### config.mk
export PLATFORM = sky130hd
export DESIGN_NAME = serial_adder
export DESIGN_NICKNAME = d
export VERILOG_FILES = /design/src/rtl/serial_adder_pkg.sv /design/src/rtl/full_adder_cell.sv /design/src/rtl/serial_adder.sv
export SDC_FILE = /design/constraint.sdc
export NUM_CORES = 1
export LEC_CHECK = 0
export CAP_MARGIN = 10
export CORE_MARGIN = 1
export CORE_UTILIZATION = 25
export DETAILED_ROUTE_END_ITERATION = 10
export GPL_ROUTABILITY_DRIVEN = 1
export PLACE_DENSITY = 0.51
export SLEW_MARGIN = 20
export SYNTH_ARGS = -nofsm -noshare
export SYNTH_HDL_FRONTEND = slang
export SYNTH_SLANG_ARGS = --single-unit
### constraint.sdc
create_clock -name clk -period 2.1 [get_ports clk]
set_clock_uncertainty 0.1 [all_clocks]
set_input_delay 0.525 -clock clk [delete_from_list [all_inputs] [get_ports clk]]
set_output_delay 0.525 -clock clk [all_outputs]
set_load 0.005 [all_outputs]
### src/rtl/serial_adder_pkg.sv
// Shared definitions for the bit-serial adder: FSM state encoding and counter sizing.
package serial_adder_pkg;

   typedef enum logic [1:0] {
      StIdle = 2'd0,
      StRun  = 2'd1,
      StDone = 2'd2
   } state_e;

   // Bits needed to count 0..value-1, never fewer than one.
   function automatic int unsigned clog2(input int unsigned value);
      int unsigned r;
      r = 0;
      while ((64'd1 << r) < 64'(value)) r++;
      return (r < 1) ? 1 : r;
   endfunction

endpackage

### src/rtl/full_adder_cell.sv
// Combinational one-bit full adder, shared by the serial arithmetic blocks.
module full_adder_cell (
   input  logic a,
   input  logic b,
   input  logic cin,
   output logic s,
   output logic co
);

   assign s  = a ^ b ^ cin;
   assign co = (a & b) | (cin & (a ^ b));

endmodule

### src/rtl/serial_adder.sv
// Bit-serial adder, LSB first, with start/busy/done handshake.
// Define SERIAL_ADD_OVF_EN to add the registered signed-overflow output ovf.
module serial_adder
   import serial_adder_pkg::*;
#(
   parameter int unsigned WIDTH = 8
) (
   input  logic             clk,
   input  logic             rst,
   input  logic             start,
   input  logic [WIDTH-1:0] a,
   input  logic [WIDTH-1:0] b,
   input  logic             cin,
   output logic             busy,
   output logic             done,
   output logic [WIDTH-1:0] sum,
   output logic             cout
`ifdef SERIAL_ADD_OVF_EN
   ,
   output logic             ovf
`endif
);

   localparam int unsigned CW = clog2(WIDTH);
   localparam logic [CW-1:0] LAST = CW'(WIDTH - 1);

   state_e           state;
   logic [WIDTH-1:0] a_sr;
   logic [WIDTH-1:0] b_sr;
   logic [WIDTH-1:0] sum_sr;
   logic [WIDTH-1:0] sum_next;
   logic             carry;
   logic [CW-1:0]    cnt;
   logic             fa_s;
   logic             fa_co;

   full_adder_cell u_fa (
      .a   (a_sr[0]),
      .b   (b_sr[0]),
      .cin (carry),
      .s   (fa_s),
      .co  (fa_co)
   );

   // New bit enters at the MSB so the LSB computed first ends up at bit 0.
   always_comb begin
      sum_next            = sum_sr >> 1;
      sum_next[WIDTH-1]   = fa_s;
   end

   always_ff @(posedge clk) begin
      if (rst) begin
         state  <= StIdle;
         busy   <= 1'b0;
         done   <= 1'b0;
         sum    <= '0;
         cout   <= 1'b0;
`ifdef SERIAL_ADD_OVF_EN
         ovf    <= 1'b0;
`endif
         cnt    <= '0;
         a_sr   <= '0;
         b_sr   <= '0;
         sum_sr <= '0;
         carry  <= 1'b0;
      end else begin
         case (state)
            StIdle, StDone: begin
               done <= 1'b0;
               if (start) begin
                  a_sr  <= a;
                  b_sr  <= b;
                  carry <= cin;
                  cnt   <= '0;
                  busy  <= 1'b1;
                  state <= StRun;
               end else begin
                  state <= StIdle;
               end
            end
            StRun: begin
               a_sr   <= a_sr >> 1;
               b_sr   <= b_sr >> 1;
               sum_sr <= sum_next;
               carry  <= fa_co;
               cnt    <= cnt + CW'(1);
               if (cnt == LAST) begin
                  state <= StDone;
                  busy  <= 1'b0;
                  done  <= 1'b1;
                  sum   <= sum_next;
                  cout  <= fa_co;
`ifdef SERIAL_ADD_OVF_EN
                  // On the MSB step, carry holds the carry into the MSB.
                  ovf   <= carry ^ fa_co;
`endif
               end
            end
            default: state <= StIdle;
         endcase
      end
   end

endmodule
Yosys cells after proc, flatten, opt, wreduce, memory -nomap -nowiden

Index checks and enable logic that the tools add are counted.
Widths: inputs -> output; s select.

Bitwise logic cells: 5
Div/mod/pow operators: 0
Equal/unequal tests: 5
Shift-type cells: 0
Multipliers: 0
Reductions and logical operators: 7
Multiplexer cells: 16
Add/sub/neg operators: 1
Order comparisons: 0

Operator list:

| operator            | count |
|---|---|
| $pmux 8 s2          | 2 |
| $mux 8              | 2 |
| $pmux 1 s2          | 3 |
| $pmux 3 s2          | 1 |
| $reduce_and 2->1    | 3 |
| $mux 1              | 5 |
| $ne 2x2->1 const B  | 2 |
| $pmux 2 s2          | 1 |
| $add 3x1->3 const B | 1 |
| $eq 3x3->1 const B  | 1 |
| $mux 3              | 1 |
| $reduce_and 3->1    | 1 |
| $and 1x1->1         | 2 |
| $eq 2x1->1 const B  | 1 |
| $eq 2x2->1 const B  | 1 |
| $logic_not 2->1     | 1 |
| $mux 2              | 1 |
| $reduce_bool 2->1   | 1 |
| $reduce_or 2->1     | 1 |
| $xor 1x1->1         | 2 |
| $or 1x1->1          | 1 |

ROM bits: 0
Memories: 0
Register bits: 41
Latch bits: 0
Bits in writable memories: 0
Bits of input ports: 20
Output and inout port bits: 11

Logic depth before layout (Yosys ltp)

Gate-level depths: netlist of run 1.

Word-level depth: 4
Mapped depth: 6
Mapped depth without buffers: 5

Hierarchy

A second synthesis of run 1 with hierarchy kept.

Cell total of the unflattened synthesis: 195
Area, all modules: 1624.1 µm²

By module, submodules not included:

| module          | area an instance (µm²) | times used | cells an instance | seq. area each (µm²) |
|---|---|---|---|---|
| serial_adder    | 1604.0                 | 1          | 194               | 800.8 |
| full_adder_cell | 20.0                   | 1          | 1                 | 0.0 |

Least setup slack after synthesis of run 1

No wires, ideal clock.

Path kind: input -> register
From: input port start
To: register a_sr[1]
Required time: 1.909 ns
Cell stages on the path: 5
Data arrival time: 1.149 ns
Setup time: 0.091 ns
Slack: 0.760 ns
Cells stage by stage: nor2b_2 buf_6 buf_8 nand2_1 a311oi_1

Word-level cells in the longest chain between the ends: 2

RTL lines:

| item                       | line               | source |
|---|---|---|
| from (decl)                | serial_adder.sv:10 | `input logic start,` |
| $ne 2x2->1 (no line)       | --                 |  |
| $reduce_and 2->1 (no line) | --                 |  |
| to (signal assigned)       | serial_adder.sv:82 | `a_sr <= a_sr >> 1;` |
| to (decl)                  | serial_adder.sv:28 | `logic [WIDTH-1:0] a_sr;` |

No other way between the ends.
A chain may end at the register's enable or synchronous reset.

Worst setup path after layout of run 1

From: register cout
To: output port cout

RTL lines:

| item                   | line               | source |
|---|---|---|
| from (decl)            | serial_adder.sv:17 | `output logic cout` |
| from (signal assigned) | serial_adder.sv:92 | `cout <= fa_co;` |

No word-level cell between the ends.

==> results of run 1 <==
## cell type report
class                           count  area, µm²  share of cell area
Multi-Input combinational cell    138      699.4              0.3417
Timing Repair Buffer               36      357.8              0.1748
Clock buffer                        6      82.58             0.04034
Tap cell                           77      96.34             0.04707
Clock inverter                      2      10.01            0.004890
Sequential cell                    40      800.8              0.3912
## sequential cells by signal (all words and copies together), names as in the netlist, 2 cells and up
register	cells
cnt	3
sum	8
sum_sr	7
state	2
b_sr	8
a_sr	8
## synthesized netlist by cell type, types with 2 or more instances
| cell type | number | area [µm²] |
|---|---|---|
| nand2b_1 | 2 | 12.51 |
| buf_4 | 6 | 45.04 |
| buf_2 | 3 | 15.01 |
| ha_1 | 2 | 25.02 |
| nand2_1 | 58 | 217.7 |
| nor2_1 | 18 | 67.56 |
| nand3_1 | 14 | 70.07 |
| clkbuf_1 | 4 | 15.01 |
| dfxtp_1 | 40 | 800.8 |
| a21oi_1 | 23 | 115.1 |
| a311oi_1 | 15 | 131.4 |
| buf_6 | 3 | 33.78 |
## layer usage
metal  up-vias  wire, µm  global-route usage
met4         0        42             0.05690
met1       604      1703              0.1400
li1        710         -                   -
met3         4       125             0.03297
met5         -         0                   0
met2        26      1431              0.1818
## kinds of logic after synthesis
group | after synthesis | share of synthesized area
flip-flops | 40 | 0.4931
buffers and inverters | 17 | 0.07626
AO/OA/AOI/OAI | 39 | 0.1564
adder cells (fa/ha/maj) | 3 | 0.02773
AND/OR/NAND/NOR | 96 | 0.2465
## path summary, 6_finish.rpt
| path | startpoint | end | slack [ns] | cells past startpoint |
|---|---|---|---|---|
| max | cout | cout | 0.35 | 1 |
| min | sum[3] | sum[3] | 0.36 | 2 |
| max reg2reg | state[0] | sum[7] | 0.66 | 3 |
| min reg2reg | sum[3] | sum[3] | 0.36 | 2 |
## through the flow
| stage | power, mW | cells | hold WS, ns | cell area (µm²) | utilization |
|---|---|---|---|---|---|
| floorplan | 0.9648 | 195 | 0.3366 | 1624 | - |
| global placement | 1.018 | 291 | 0.3425 | 1954 | 0.3096 |
| detailed placement | 1.019 | 291 | 0.3469 | 1954 | 0.3096 |
| CTS | 1.549 | 299 | 0.3587 | 2047 | 0.3242 |
| global route | 1.614 | 299 | 0.3818 | 2047 | 0.3242 |
| finish | 1.524 | 299 | 0.3559 | 2047 | 0.3242 |
## where the power goes
group	total [mW]	internal, mW	switching [mW]	leakage [nW]
Clock	0.526	0.262	0.263	0.0510
Combinational	0.178	0.0838	0.0947	0.353
Sequential	0.820	0.797	0.0232	0.327
Total	1.52	1.14	0.381	0.730
==> impl_metrics.py, run 1 <==
metrics = {
    "sta": {
        "setup_viol": 0,
        "timing.final.crit_share": 0.8348,
        "relSlewSlack": 0.6182,
        "clock.fmax_mhz": 570.4,
        "max_slew.worst_pin.slew_ns": 0.5728,
        "min_period_ns": 1.753,
        "rsz0062_at_grt": "false",
        "hold_violations": 0,
        "fin_tns_setup_ns": 0,
        "final.setup.worst_slack_ns": 0.3468,
        "drv_slew": 0,
    },
    "logic_synthesis": {
        "syn_area_per_cell_um2": 8.329,
        "yosysSeqAreaShare": 0.4931,
        "synthFlopType": "dfxtp_1",
        "syn_nets": 218,
        "ys_types": 19,
        "syn_area_um2": 1624,
        "synth-seq-cells": 40,
        "synth_edf_count": 0,
        "async_flop_share": 0,
        "synth_warnings": 0,
        "synthCells": 195,
    },
    "detailed_routing": {
        "wl_per_cell_um": 11.05,
        "routed_wl_um": 3303,
        "vias": 1344,
        "drtPass1Iterations": 4,
        "drtIter0Drc": 71,
        "viasPerCell": 4.495,
        "detail-route-antenna-nets": 0,
        "drcViolationCount": 0,
    },
    "setup_path": {
        "slowest_stage": "clkdlybuf4s50_1",
        "slowest_delay_ns": 0.50,
        "crit_type": "flop to output pin",
        "crit_chain": "clkdlybuf4s50_1",
        "cp-start-kind": "flop",
        "crit_buf_inv": 1,
        "end_kind": "output pin",
        "arrival_ns": 1.13,
        "cp_top_family": "buffers and inverters",
        "required_ns": 1.47,
        "crit_fanout": 2,
    },
    "power_and_ir_drop": {
        "power_density_nw_per_um2": 744.6,
        "ir_drop_v": 0.0003105,
        "leakagePower_nw": 0.7303,
    },
    "clock_tree": {
        "postCtsResizedCells": 0,
        "clockBufferDepth": 2,
        "clk_latency_ns": 0.29,
        "cts_tree": "yes",
        "postCtsHoldBufs": 0,
        "clockRootBuffer": "clkbuf_8",
        "post_cts_buffers": 0,
        "clkSinkCount": 40,
        "clkTransAtPathRegs_ns": 0.08,
        "cts_max_level": 2,
        "cts_buffers": 5,
    },
    "die": {
        "initial_core_util": 0.2572,
        "fp-row-count": 29,
        "ios": 31,
        "core-area_um2": 6314,
        "die_area_um2": 6823,
        "die_y_um": 82.60,
        "die_w_um": 82.60,
    },
    "grt": {
        "grt_antenna_before_repair": 0,
        "grt_pass1_vias": 1319,
        "grt_pass1_wl_um": 5858,
        "grt.total_usage": 0.1142,
        "grt_overflow": 0,
        "grt_max_degree": 44,
    },
    "placed_design": {
        "post-place-ws_ns": 0.1552,
        "port_buffers": 30,
        "hpwl_um": 2127,
        "routabilityCongestion": 0.6716,
    },
    "finish": {
        "final_cell_mix": "nand2_1, dfxtp_1, clkdlybuf4s50_1, a21oi_1, nor2_1",
        "nNetsFinal": 244,
        "fill_cells": 693,
        "final_layout_size_suffix_gt1_frac": 0.07207,
        "final_common_cell": "nand2_1",
        "antennaDiodeCount": 0,
        "area_growth_pct": 26.04,
    },
    "status": {
        "status": "complete, no violations",
    },
    "run": {
        "maxCapViolations": 0,
    },
    "hold_path": {
        "holdCritPathClass": "flop to flop",
    },
}
Power figures use the tool's default switching activity.
==> inputs of run 2 (changes only) <==
Clock period 2.1 ns to 1.7 ns, I/O delays scaled along.
==> run 2 against run 1 <==
  * Combinational power is 33% higher
  * Cell count is 0.67% higher
  * Non-clock buffer count is 2 higher
  * Global-route usage is 0.20 points higher
  * Critical path type unchanged
==> impl_metrics.py, run 2 (synthesis results as in run 1) <==
metrics = {
    "clock_tree": {
        "cts_max_level": 2,
        "clockBufferDepth": 2,
        "clkTransAtPathRegs_ns": 0.08,
        "clockRootBuffer": "clkbuf_8",
        "postCtsHoldBufs": 0,
        "clkSinkCount": 40,
        "postCtsResizedCells": 0,
        "cts_tree": "yes",
        "clk_latency_ns": 0.29,
        "cts_buffers": 5,
        "post_cts_buffers": 0,
    },
    "grt": {
        "grt.total_usage": 0.1162,
        "grt_antenna_before_repair": 0,
        "grt_overflow": 0,
        "grt_pass1_wl_um": 5830,
        "grt_pass1_vias": 1276,
        "grt_max_degree": 41,
    },
    "finish": {
        "antennaDiodeCount": 0,
        "finalCoreUtilization": 0.3337,
        "final_layout_size_suffix_gt1_frac": 0.08036,
        "nNetsFinal": 246,
        "area_growth_pct": 29.74,
        "final_common_cell": "nand2_1",
        "final_cell_mix": "nand2_1, dfxtp_1, a21oi_1, clkdlybuf4s50_1, nor2_1",
        "top_regs": "a_sr (8), b_sr (8), sum (8)",
        "fin_cells": 301,
    },
    "sta": {
        "relSlewSlack": 0.7462,
        "drv_slew": 0,
        "rsz0062_at_grt": "false",
        "timing.final.crit_share": 0.9682,
        "setup_viol": 0,
        "max_slew.worst_pin.slew_ns": 0.3807,
        "min_period_ns": 1.646,
        "clock.fmax_mhz": 607.6,
        "hold_violations": 0,
    },
    "setup_path": {
        "crit_buf_inv": 1,
        "arrival_ns": 1.12,
        "crit_type": "flop to output pin",
        "cp_num_cells": 1,
        "cp_top_family": "buffers and inverters",
        "required_ns": 1.17,
        "crit_fanout": 2,
        "crit_chain": "clkdlybuf4s50_1",
        "worstRegToRegCells": 3,
        "cp-start-kind": "flop",
        "slowest_stage": "clkdlybuf4s50_1",
        "r2r_setup_slack_ns": 0.30,
        "slowest_delay_ns": 0.50,
        "end_kind": "output pin",
    },
    "die": {
        "die_area_um2": 6823,
        "die_y_um": 82.60,
        "fp-row-count": 29,
        "ios": 31,
        "die_w_um": 82.60,
        "initial_core_util": 0.2572,
        "core-area_um2": 6314,
    },
    "placed_design": {
        "placed_cells": 293,
        "port_buffers": 30,
        "routabilityCongestion": 0.6947,
        "hpwl_um": 2182,
    },
    "detailed_routing": {
        "routed_wl_um": 3349,
        "drtIter0Drc": 42,
        "vias": 1369,
        "detail-route-antenna-nets": 0,
        "viasPerCell": 4.548,
        "drtPass1Iterations": 4,
        "drcViolationCount": 0,
        "wl_per_cell_um": 11.13,
    },
    "power_and_ir_drop": {
        "power_density_nw_per_um2": 897.3,
        "leakagePower_nw": 0.8997,
        "ir_drop_v": 0.0003523,
        "power_mw": 1.891,
    },
    "run": {
        "maxCapViolations": 0,
    },
    "hold_path": {
        "hold_depth": 2,
        "holdCritPathClass": "flop to flop",
    },
    "status": {
        "status": "complete, no violations",
    },
}
## run 2: worst paths after layout
kind | from | endpoint
max | sum[0] | sum[0]
min | sum[5] | sum[5]
max reg2reg | state[0] | a_sr[5]
min reg2reg | sum[5] | sum[5]
## run 2: metal layers
layer	part of all wire	track usage
met5	0	0
met4	0.022	0.06724
met3	0.045	0.03407
met2	0.42	0.1868
met1	0.51	0.1374
## run 2: final cells by class
type	instances	area [µm²]
Sequential cell	40	800.8
Tap cell	77	96.34
Multi-Input combinational cell	138	699.4
Timing Repair Buffer	38	417.9
Clock inverter	2	10.01
Clock buffer	6	82.58
Fill cell	703	4207
## run 2: where the power goes
part,switching [mW],total [mW],internal [mW]
Combinational,0.119,0.236,0.118
Clock,0.318,0.642,0.324
Sequential,0.0283,1.01,0.985
Total,0.465,1.89,1.43
## run 2: per-stage QoR
step / cell area [µm²] / setup slack [ns] / TNS [ns] / hold slack, ns
after detailed placement: 1994 / -0.1337 / -2.387 / 0.3474
after CTS: 2087 / 0.02280 / 0 / 0.3591
after global placement: 1994 / -0.1187 / -2.211 / 0.3450
after global routing: 2107 / 0.002319 / 0 / 0.3696
after floorplan: 1624 / 0.4027 / 0 / 0.3366
final: 2107 / 0.05412 / 0 / 0.3518
